### src/rtl/cpu_defs.sv
// Shared encodings for the operate-instruction path: opcodes, shift kinds,
// sequencer states and status bit positions.
package cpu_defs;

    typedef enum logic [1:0] {
        OP_ADD = 2'b00,
        OP_CMP = 2'b01,
        OP_AND = 2'b10,
        OP_MVN = 2'b11
    } opcode_e;

    typedef enum logic [1:0] {
        SH_NONE = 2'b00,
        SH_LSL  = 2'b01,
        SH_LSR  = 2'b10,
        SH_ASR  = 2'b11
    } shift_e;

    typedef enum logic [2:0] {
        ST_IDLE   = 3'd0,
        ST_READ_A = 3'd1,
        ST_READ_B = 3'd2,
        ST_EXEC   = 3'd3,
        ST_WRITE  = 3'd4,
        ST_DONE   = 3'd5
    } seq_state_e;

    localparam int STATUS_N = 2;
    localparam int STATUS_V = 1;
    localparam int STATUS_Z = 0;

endpackage

### src/rtl/alu_shift_unit.sv
// Combinational barrel-of-one shifter on B followed by the ALU. Flags always
// describe A - shift(B) so the caller decides when they are meaningful.
module alu_shift_unit
    import cpu_defs::*;
#(
    parameter int DATA_W = 16
) (
    input  logic [DATA_W-1:0] a_i,
    input  logic [DATA_W-1:0] b_i,
    input  logic [1:0]        shift_i,
    input  logic [1:0]        opcode_i,
    output logic [DATA_W-1:0] result_o,
    output logic              n_o,
    output logic              v_o,
    output logic              z_o
);

    logic [DATA_W-1:0] sb;
    logic [DATA_W-1:0] diff;

    always_comb begin
        sb = b_i;
        case (shift_i)
            SH_LSL:  sb = {b_i[DATA_W-2:0], 1'b0};
            SH_LSR:  sb = {1'b0, b_i[DATA_W-1:1]};
            SH_ASR:  sb = {b_i[DATA_W-1], b_i[DATA_W-1:1]};
            default: sb = b_i;
        endcase
    end

    assign diff = a_i - sb;

    always_comb begin
        result_o = a_i + sb;
        case (opcode_i)
            OP_ADD:  result_o = a_i + sb;
            OP_CMP:  result_o = diff;
            OP_AND:  result_o = a_i & sb;
            OP_MVN:  result_o = ~sb;
            default: result_o = a_i + sb;
        endcase
    end

    assign n_o = diff[DATA_W-1];
    assign z_o = (diff == '0);
    assign v_o = (a_i[DATA_W-1] != sb[DATA_W-1]) && (diff[DATA_W-1] != a_i[DATA_W-1]);

endmodule

### src/rtl/reg_op_sequencer.sv
// Sequencer that fetches Rn and Rm from the register file, runs shift+ALU and
// writes the result back to Rd; CMP updates status instead of writing.
//
// state     | meaning
// ST_IDLE   | waiting for start, fields captured on start
// ST_READ_A | readnum=rn, A latched on exit
// ST_READ_B | readnum=rm, B latched on exit
// ST_EXEC   | C computed, status updated on exit for CMP
// ST_WRITE  | write-back of C to rd (suppressed for CMP)
// ST_DONE   | one-cycle done pulse
module reg_op_sequencer
    import cpu_defs::*;
#(
    parameter int DATA_W = 16,
    parameter int ADDR_W = 3
) (
    input  logic              clk,
    input  logic              reset,
    input  logic              start,
    input  logic [1:0]        opcode,
    input  logic [ADDR_W-1:0] rn,
    input  logic [ADDR_W-1:0] rm,
    input  logic [ADDR_W-1:0] rd,
    input  logic [1:0]        shift,
    input  logic [DATA_W-1:0] rf_data_out,
    output logic [ADDR_W-1:0] readnum,
    output logic [ADDR_W-1:0] writenum,
    output logic              write,
    output logic [DATA_W-1:0] data_in,
    output logic              busy,
    output logic              done,
    output logic [2:0]        status
);

    seq_state_e        state_q, state_d;
    logic [1:0]        op_q, op_d;
    logic [1:0]        sh_q, sh_d;
    logic [ADDR_W-1:0] rn_q, rn_d;
    logic [ADDR_W-1:0] rm_q, rm_d;
    logic [ADDR_W-1:0] rd_q, rd_d;
    logic [DATA_W-1:0] a_q, a_d;
    logic [DATA_W-1:0] b_q, b_d;
    logic [DATA_W-1:0] c_q, c_d;
    logic [2:0]        status_q, status_d;

    logic [DATA_W-1:0] alu_result;
    logic              alu_n, alu_v, alu_z;

    alu_shift_unit #(.DATA_W(DATA_W)) u_alu (
        .a_i      (a_q),
        .b_i      (b_q),
        .shift_i  (sh_q),
        .opcode_i (op_q),
        .result_o (alu_result),
        .n_o      (alu_n),
        .v_o      (alu_v),
        .z_o      (alu_z)
    );

    always_ff @(posedge clk or posedge reset) begin
        if (reset) begin
            state_q  <= ST_IDLE;
            op_q     <= '0;
            sh_q     <= '0;
            rn_q     <= '0;
            rm_q     <= '0;
            rd_q     <= '0;
            a_q      <= '0;
            b_q      <= '0;
            c_q      <= '0;
            status_q <= '0;
        end else begin
            state_q  <= state_d;
            op_q     <= op_d;
            sh_q     <= sh_d;
            rn_q     <= rn_d;
            rm_q     <= rm_d;
            rd_q     <= rd_d;
            a_q      <= a_d;
            b_q      <= b_d;
            c_q      <= c_d;
            status_q <= status_d;
        end
    end

    always_comb begin
        state_d  = state_q;
        op_d     = op_q;
        sh_d     = sh_q;
        rn_d     = rn_q;
        rm_d     = rm_q;
        rd_d     = rd_q;
        a_d      = a_q;
        b_d      = b_q;
        c_d      = c_q;
        status_d = status_q;
        case (state_q)
            ST_IDLE: begin
                if (start) begin
                    op_d    = opcode;
                    sh_d    = shift;
                    rn_d    = rn;
                    rm_d    = rm;
                    rd_d    = rd;
                    state_d = ST_READ_A;
                end
            end
            ST_READ_A: begin
                a_d     = rf_data_out;
                state_d = ST_READ_B;
            end
            ST_READ_B: begin
                b_d     = rf_data_out;
                state_d = ST_EXEC;
            end
            ST_EXEC: begin
                c_d = alu_result;
                if (op_q == OP_CMP) begin
                    status_d[STATUS_N] = alu_n;
                    status_d[STATUS_V] = alu_v;
                    status_d[STATUS_Z] = alu_z;
                end
                state_d = ST_WRITE;
            end
            ST_WRITE: state_d = ST_DONE;
            ST_DONE:  state_d = ST_IDLE;
            default:  state_d = ST_IDLE;
        endcase
    end

    // Outputs decode straight from registers so reset clears them asynchronously.
    assign readnum  = (state_q == ST_READ_B) ? rm_q : rn_q;
    assign writenum = rd_q;
    assign data_in  = c_q;
    assign write    = (state_q == ST_WRITE) && (op_q != OP_CMP);
    assign busy     = (state_q != ST_IDLE);
    assign done     = (state_q == ST_DONE);
    assign status   = status_q;

endmodule

### config.mk
export PLATFORM = sky130hd
export DESIGN_NAME = reg_op_sequencer
export DESIGN_NICKNAME = d
export VERILOG_FILES = /design/src/rtl/cpu_defs.sv /design/src/rtl/alu_shift_unit.sv /design/src/rtl/reg_op_sequencer.sv
export SDC_FILE = /design/constraint.sdc
export NUM_CORES = 1
export LEC_CHECK = 0
export ABC_CLOCK_PERIOD_IN_PS = 9200
export CORE_ASPECT_RATIO = 0.9
export CORE_MARGIN = 4
export CORE_UTILIZATION = 40
export CTS_CLUSTER_DIAMETER = 120
export DETAILED_ROUTE_END_ITERATION = 8
export MAX_ROUTING_LAYER = met4
export PLACE_DENSITY_LB_ADDON = 0.3
export SYNTH_ARGS = -nofsm -noshare
export SYNTH_HDL_FRONTEND = slang
export SYNTH_HIERARCHICAL = 1
export SYNTH_SLANG_ARGS = --single-unit
### constraint.sdc
create_clock -name clk -period 9.2 [get_ports clk]
set_input_delay 0.92 -clock clk [delete_from_list [all_inputs] [get_ports clk]]
set_output_delay 0.92 -clock clk [all_outputs]
set_load 0.005 [all_outputs]
==> metrics.md, run 1 <==
| Metric | Value |
|---|---|
| DRC violations left | `0` |
| CP Launch Type | `register` |
| Fin crit share | `45.8%` |
| # fillers | `1175` |
| Synth Net Count | `572` |
| # hold bufs at CTS | `0` |
| CP arrival | `between 4000 and 5000 ps` |
| Headroom to the max-slew limit | `around 27%` |
| Worst-Margin Slew | `1100 ps` |
| NumNets Final | `618` |
| Synth Instances | `505` |
| Crit-path slowest cell | `dfrtp_1` |
| Mapped Area | `0.00522 mm²` |
| Count of cell types in the netlist | `73` |
| Synth area leaders | `dfrtp_1 (32%), mux2_2 (13%), ha_1 (7.9%), mux4_2 (4.3%), mux2i_1 (3.5%)` |
| Fmax | `237 MHz` |
| Worst setup path class | `reg2reg` |
| Status | `completed` |
| Final WS setup | `4980 ps` |
| CP Max Fanout | `18` |
| Final Hold Viols | `0` |
| Synth top area share | `32.1%` |
| Yosys top cell by area | `dfrtp_1` |
| Vias | `4030` |
| FFs w/ async S/R, synth | `100%` |
| Number of synthesized flops with an enable pin | `0` |
| Adder-cell share of the synthesized area | `8.68%` |
| Yosys reg bits | `67` |
| RSZ-0062 raised after global routing | `false` |
| PostCTS Resize Cnt | `0` |
| Die height | `about 120 µm` |
| Die area | `0.0149 mm²` |
| Row count | `39` |
| Synth Area in Compound Gates | `13.4%` |
| GRT Total Usage | `18.8%` |
| Vias in the first global route | `3929` |
| Placer Congestion | `0.890` |
| Final max-slew violation count | `0` |
| WL final | `12.9 mm` |
| WP buf/inv | `2` |
| XOR/XNOR Fraction of Synth Area | `3.79%` |
| Crit-path leading delay family | `compound AO/OA/AOI/OAI gates` |
| Most used DFF post-synth | `dfrtp_1` |
| Dpl ws | `5030 ps` |
| Setup bufs post-CTS | `0` |
| Largest net degree at the start of global routing | `68` |
| Initial core utilization | `41.0%` |
| Synth Area in Simple Gates | `between 10% and 20%` |
| Period minus WS final | `4220 ps` |
| Core area | `0.0127 mm²` |
| Clk sink count | `67` |
| Final HPWL from detailed placement | `about 9.9 mm` |
| Largest family of logic cells by synthesized area | `multiplexers` |
| Port Buffers | `just under 60` |
| Maximum clock insertion buffer count | `2` |
| Yosys Warn Count | `6` |
| Critical Path RT | `9430 ps` |
| Share of cells above drive strength 1 | `between 20% and 30%` |
| Final setup vio count | `0` |
| CP max stage delay | `890 ps` |
| First-pass GRT wire length | `roughly 21 mm` |
| Final ANT Viol Nets | `0` |
| Num ports | `60` |
| Setup TNS | `0 ps` |
| Synth-to-Final Area Change | `18.2%` |
| Avg Inst Size Synth | `10.3 µm²` |
| Critical Path End Type | `register` |
| Skew final | `around 5.0 ps` |
| DR WL/cell | `17.8 µm` |
| Max-cap violations | `0` |
| H-tree depth | `3` |
| Die span in x | `128 µm` |
| Min-Delay Path Class | `reg2reg` |
| CTS tree | `built` |
| TritonCTS Buffers | `9` |
| Most used cell, CP | `a21oi_1` |
| Root Driver | `clkbuf_16` |
| Worst-path clk slew | `60 ps` |
| Clock latency on the worst-skew pair | `between 300 and 400 ps` |
| Post-synthesis sequential area ratio | `about a third` |
| Critical path, cell by cell | `mux2i_1 > nor2_1 > a21oi_1 > inv_1 > ha_1 > inv_2 > a21oi_1 > o31ai_1 > a221o_1 > a2111oi_0 > a31oi_1 > and4_1 > mux2_2` |
| Initial antenna violation count | `1` |
| Initial DRC count | `between 200 and 300` |
| Mux contribution to synthesized area | `23.4%` |
| Remaining global-route overflow | `0` |
| Vias/cell | `5.59` |
| Drt first pass iters | `6` |
## sequential cells by signal, indices dropped and copies added (netlist names)
signal,cells
op_q,2
status,3
a_q,16
b_q,16
sh_q,2
writenum,3
data_in,16
rm_q,3
state_q,3
rn_q,3
## path summary, 6_finish.rpt
check                                 start     endpoint  slack [ps]  cells after the start
worst min-delay path            data_in[14]  data_in[14]         500                      1
worst max-delay path                sh_q[0]    status[0]        4980                     13
worst max register to register      sh_q[0]    status[0]        4980                     13
worst min register to register  data_in[14]  data_in[14]         500                      1
min in group asynchronous             reset       b_q[4]        1140                      3
max in group asynchronous             reset  data_in[15]        7500                      3
## cell type report
type                            instances  area (µm²)  share of cell area (%)
Antenna cell                            1        2.50                  0.0406
Timing Repair Buffer                   62         613                    9.94
Sequential cell                        67        1680                    27.2
Clock inverter                          7         100                    1.62
Inverter                               35         131                    2.13
Multi-Input combinational cell        376        3210                    52.1
Tap cell                              164         205                    3.33
Clock buffer                            9         225                    3.65
## per-stage QoR
step	hold slack [ps]	cell area (µm²)	std cells	utilization, %
CTS	509	6170	720	48.4
global route	518	6170	721	48.4
finish	504	6170	721	48.4
detailed placement	492	5840	704	45.9
global placement	488	5840	704	45.9
floorplan	475	5220	505	-
## worst reg2reg max path: stages, from the launching register on
cell	delay (ps)
dfrtp_1	890
mux2i_1	260
nor2_1	60
a21oi_1	370
inv_1	90
ha_1	500
inv_2	80
a21oi_1	340
o31ai_1	180
a221o_1	430
a2111oi_0	440
a31oi_1	70
and4_1	160
mux2_2	250
## cell usage after synthesis, drive strengths merged, types with 5 or more instances
master	number
ha	33
xor2	5
a211oi	6
o21ai	20
or2	5
mux4	10
dfrtp	67
o211ai	7
nor3	9
nor2	46
a21oi	33
mux2i	18
xnor2	15
buf	15
inv	35
nand2b	7
mux2	69
nand2	25
clkbuf	12
## cells in the final DEF, fill, tap and decap left out, types with 3 or more instances in the layout
master | Yosys | routed
dfrtp_1 | 67 | 67
mux2_2 | 59 | 59
clkdlybuf4s50_1 | 0 | 59
nor2_1 | 44 | 44
a21oi_1 | 33 | 33
ha_1 | 33 | 33
inv_1 | 33 | 32
nand2_1 | 25 | 25
o21ai_0 | 20 | 20
mux2i_1 | 18 | 18
xnor2_1 | 15 | 15
mux2_4 | 10 | 10
mux4_2 | 10 | 10
clkbuf_16 | 0 | 9
nor3_1 | 8 | 8
nand2b_1 | 7 | 7
o211ai_1 | 7 | 7
xor2_1 | 5 | 5
o21bai_1 | 4 | 4
nor2b_1 | 4 | 4
inv_2 | 2 | 3
a211oi_1 | 3 | 3
buf_4 | 5 | 3
nand3_1 | 3 | 3
o31ai_1 | 3 | 3
a211oi_2 | 3 | 3
a21o_1 | 3 | 3
a31oi_1 | 3 | 3
## kinds of logic (layout without fill, tap and decap cells)
group	count (synthesis)	in the layout
other cells	0	1
buf+inv	62	113
fa+ha+maj	35	35
xor+xnor	21	21
flops	67	67
simple gates	120	120
compound gates	103	103
mux	97	97
## routing by layer
metal	vias up	part of all wire, %	global-route usage (%)	wire [µm]
li1	1922	-	-	-
met1	1969	51	26.7	6500
met2	118	42	26.2	5430
met3	21	4.9	3.61	631
met4	0	2.3	7.36	294
met5	-	0	-	0
Power of run 1 is left out: the tool's default activity adds up to more than one toggle a clock period on the data nets, which glitch-free logic cannot reach.
==> run 2: changes to the inputs <==
- ABC_CLOCK_PERIOD_IN_PS: 9200 -> 3500
- clock period: 9.2 -> 3.5 ns (I/O delays scaled with it)
==> run 2 against run 1 <==
  * Global-route usage is 0.51 points higher
  * Die area stayed put
  * First-iteration DRC count is 23% lower
  * Cell count is 6.7% higher
==> metrics.md, run 2 (synthesized netlist as in run 1, its figures left out) <==
| Metric | Value |
|---|---|
| Commonest non-fill, non-tap cells in the layout | `dfrtp_1 (66), mux2_2 (59), clkdlybuf4s50_1 (59)` |
| Commonest non-fill, non-tap cell in the layout | `dfrtp_1` |
| Worst-path clk slew | `60 ps` |
| Num ports | `60` |
| DR WL/cell | `17.5 µm` |
| Inserted Diodes | `0` |
| Synth-to-Final Area Change | `27.4%` |
| Vias in the first global route | `4199` |
| Fmax | `295 MHz` |
| CP Max Fanout | `11` |
| Root Driver | `clkbuf_16` |
| H-tree depth | `3` |
| Final hold slack | `between 400 and 500 ps` |
| Fin util | `52.2%` |
| Reg2reg end | `data_in[15]` |
| Headroom to the max-slew limit | `between 30% and 40%` |
| CP Capture Point | `data_in[15]` |
| Dpl ws | `-29.2 ps` |
| Die area | `0.0149 mm²` |
| Port Buffers | `just under 60` |
| WL final | `13.4 mm` |
| Critical Path RT | `3730 ps` |
| Crit path from | `sh_q[0]` |
| Die span in x | `between 100 and 150 µm` |
| Worst setup path class | `reg2reg` |
| Skew final | `12.1 ps` |
| Crit-path slowest cell | `dfrtp_2` |
| Fin crit share | `96.8%` |
| Die height | `116 µm` |
| Final setup vio count | `0` |
| Initial DRC count | `between 200 and 250` |
| Largest net degree at the start of global routing | `40` |
| CP arrival | `3610 ps` |
| Drt first pass iters | `5` |
| Core area | `between 0.01 and 0.015 mm²` |
| Final max-slew violation count | `0` |
| Vias/cell | `5.45` |
| Period minus WS final | `3390 ps` |
| Critical Path End Type | `register` |
| Initial antenna violation count | `0` |
| Worst-Margin Slew | `1030 ps` |
| R2r setup slk | `110 ps` |
| CTS tree | `built` |
| Vias | `4194` |
| Crit-path leading delay family | `compound AO/OA/AOI/OAI gates` |
| Placer Congestion | `0.963` |
| NumNets Final | `around 670` |
| Final WS setup | `114 ps` |
| Clk sink count | `67` |
| Most used cell, CP | `mux2i_1` |
| Initial core utilization | `around 41%` |
| # hold bufs at CTS | `0` |
| Max-cap violations | `0` |
| TritonCTS Buffers | `9` |
| Critical path, cell by cell | `buf_6 > mux2i_1 > nor2_1 > a21oi_1 > inv_1 > ha_1 > inv_2 > a21o_1 > a221o_1 > o211a_1 > or2_1 > mux2i_1 > o211ai_1 > mux2_2` |
| Final HPWL from detailed placement | `10.4 mm` |
| CP max stage delay | `420 ps` |
| Share of cells above drive strength 1 | `31.6%` |
| CP Depth | `14` |
| Status | `completed` |
| First-pass GRT wire length | `21.7 mm` |
| Final Hold Viols | `0` |
| Clock latency on the worst-skew pair | `350 ps` |
| Worst R2R Path Depth | `14` |
| Worst r2r src | `sh_q[0]` |
| Remaining global-route overflow | `0` |
| Final ANT Viol Nets | `0` |
| Min-Delay Path Class | `in2async` |
| DRC violations left | `0` |
| Maximum clock insertion buffer count | `2` |
| Row count | `39` |
| RSZ-0062 raised after global routing | `false` |
| GRT Total Usage | `19.3%` |
| CP Launch Type | `register` |
| WP buf/inv | `3` |
run 2: metal layers:
metal	vias to the layer above	routed length (µm)	share of wire (%)	track usage, %
met2	131	5800	43	28.9
li1	2009	-	-	-
met3	12	876	6.5	5.17
met5	-	0	0	-
met1	2042	6600	49	26.2
met4	0	142	1.1	4.31
run 2: worst min-delay path by stage:
stage,cells past startpoint,slack [ps],end
finish,2,420,a_q[1]
global route,2,490,a_q[1]
CTS,2,450,a_q[1]
detailed placement,1,490,data_in[2]
global placement,1,490,data_in[2]
floorplan,1,480,sh_q[0]
run 2: cell type report:
type | count | area, µm²
sequential | 67 | 1680
tap | 164 | 205
inverter | 35 | 131
timing repair buffer | 111 | 1000
clock buffer | 9 | 225
multi-input combinational | 376 | 3340
clock inverter | 7 | 73.8
fill | 1207 | 6080
run 2: metrics by stage:
stage	setup TNS [ps]	area (µm²)	instances
2_1_floorplan	0	5220	505
3_3_place_gp	-34.5	6190	749
3_5_place_dp	-46.8	6190	749
4_1_cts	0	6520	768
5_1_grt	0	6650	769
6_report	0	6650	769
run 2: timing repair:
item | CTS | global route
gates resized for setup | 2 | 29
setup endpoints to repair | 2 | 12
setup buffers | 3 | 1
pin swaps | 3 | 9
Power of run 2 is left out for the same reason.
==> run 3: changes to the inputs <==
- CORE_UTILIZATION: 40 -> 50
==> run 3 against run 2 <==
  * Register-to-register slack improved by 50 ps
  * Non-clock buffer count decreased by 6
  * Clock skew decreased by 3.4 ps
  * Sequential share of layout area increased by 0.29 points
  * Cell count decreased by 5.3%
  * Flip-flop and latch count unchanged
  * Design area decreased by 1.1%
  * Critical path depth decreased by 3
  * Global-route usage increased by 4.2 points
  * Hold slack got worse by 89 ps
  * Largest cell class unchanged
  * Highest routed layer unchanged
==> metrics.md, run 3 (synthesized netlist as in run 1, its figures left out) <==
| Metric | Value |
|---|---|
| Status | `completed` |
| Die height | `105 µm` |
| CP Max Fanout | `6` |
| Skew final | `8.64 ps` |
| DR WL/cell | `18.5 µm` |
| Fin util | `64.5%` |
| # hold bufs at CTS | `0` |
| Die area | `0.0121 mm²` |
| WL final | `13.5 mm` |
| Die span in x | `116 µm` |
| NumNets Final | `661` |
| Root Driver | `clkbuf_16` |
| Dpl ws | `-110 ps` |
| Min-Delay Path Class | `in2async` |
| Max-cap violations | `0` |
| Share of cells above drive strength 1 | `30.6%` |
| Period minus WS final | `about 3300 ps` |
| Final ANT Viol Nets | `0` |
| Worst setup path class | `reg2reg` |
| Commonest non-fill, non-tap cell in the layout | `dfrtp_1` |
| CTS tree | `built` |
| Final setup vio count | `0` |
| Final max-slew violation count | `0` |
| CP Launch Type | `register` |
| Initial DRC count | `between 200 and 300` |
| Largest net degree at the start of global routing | `28` |
| Core area | `0.0102 mm²` |
| Synth-to-Final Area Change | `26.0%` |
| Final HPWL from detailed placement | `between 10 and 15 mm` |
| Clock latency on the worst-skew pair | `about 340 ps` |
| Placer Congestion | `0.960` |
| Inserted Diodes | `0` |
| Commonest non-fill, non-tap cells in the layout | `dfrtp_1 (66), mux2_2 (59), clkdlybuf4s50_1 (59)` |
| DRC violations left | `0` |
| GRT Total Usage | `between 20% and 30%` |
| Num ports | `60` |
| Critical Path End Type | `register` |
| Worst-Margin Slew | `937 ps` |
| Vias/cell | `5.87` |
| Critical Path RT | `3720 ps` |
| Initial antenna violation count | `0` |
| Initial core utilization | `51.2%` |
| Drt first pass iters | `5` |
| TritonCTS Buffers | `9` |
| Final WS setup | `166 ps` |
| First-pass GRT wire length | `~22 mm` |
| Clk sink count | `67` |
| Vias in the first global route | `4251` |
| CP arrival | `between 3000 and 4000 ps` |
| Fin crit share | `95.3%` |
| Remaining global-route overflow | `0` |
| Fmax | `300 MHz` |
| Worst-path clk slew | `~60 ps` |
| RSZ-0062 raised after global routing | `true` |
| Port Buffers | `59` |
| Final Hold Viols | `0` |
| Row count | `35` |
| H-tree depth | `3` |
| Setup TNS | `0 ps` |
| Maximum clock insertion buffer count | `2` |
| Vias | `4271` |
| Headroom to the max-slew limit | `37.5%` |
-- run 3: changes by cell type in the layout (fill, tap and decap cells not counted), moves of 2 or more --
| cell | previous run | this run |
|---|---|---|
| clkinv_2 | 2 | 0 |
| nor2_2 | 2 | 0 |
| a21oi_2 | 5 | 7 |
| inv_6 | 3 | 1 |
| a21oi_1 | 28 | 26 |
| buf_4 | 49 | 43 |
| a211oi_4 | 2 | 0 |
-- run 3: what timing repair did --
action | CTS | global route
setup endpoints to repair | 5 | 11
resized for setup | 4 | 27
setup buffers | 0 | 3
pin swaps | 0 | 7
gates cloned | 0 | 0
-- run 3: routing by layer --
layer	global-route usage, %	up-vias	wire [µm]
met2	33.7	192	6030
met5	-	-	0
met3	3.88	20	959
met4	7.54	0	227
met1	33.8	2070	6270
li1	-	1989	-
-- run 3: worst paths after layout --
check	from	slack, ps	cells after the start	to
min	reset	340	2	b_q[0]
max in group asynchronous	reset	2420	3	sh_q[0]
min in group clk	data_in[4]	500	1	data_in[4]
min reg2reg	data_in[4]	500	1	data_in[4]
max	sh_q[0]	170	11	data_in[8]
max reg2reg	sh_q[0]	170	11	data_in[8]
-- run 3: critical path: stages, from the launching register on --
cell and delay [ps]:
dfrtp_2 460, buf_4 170, mux2i_1 110, o21ai_1 290
ha_1 340, inv_1 210, nand3_1 170, a211o_1 340
and3_2 230, or2_0 200, mux4_2 440, mux2_2 260
-- run 3: layout make-up --
class	count	area [µm²]
Clock buffer	11	243
Clock inverter	5	85.1
Fill cell	818	3630
Inverter	35	131
Multi-Input combinational cell	376	3330
Sequential cell	67	1680
Tap cell	129	161
Timing Repair Buffer	105	951
-- run 3: through the flow --
step	cells	hold WS [ps]	cell area, µm²
finish	728	335	6580
global route	728	365	6580
CTS	725	338	6430
detailed placement	709	489	6100
global placement	709	485	6100
floorplan	505	475	5220
Power of run 3 is left out for the same reason.
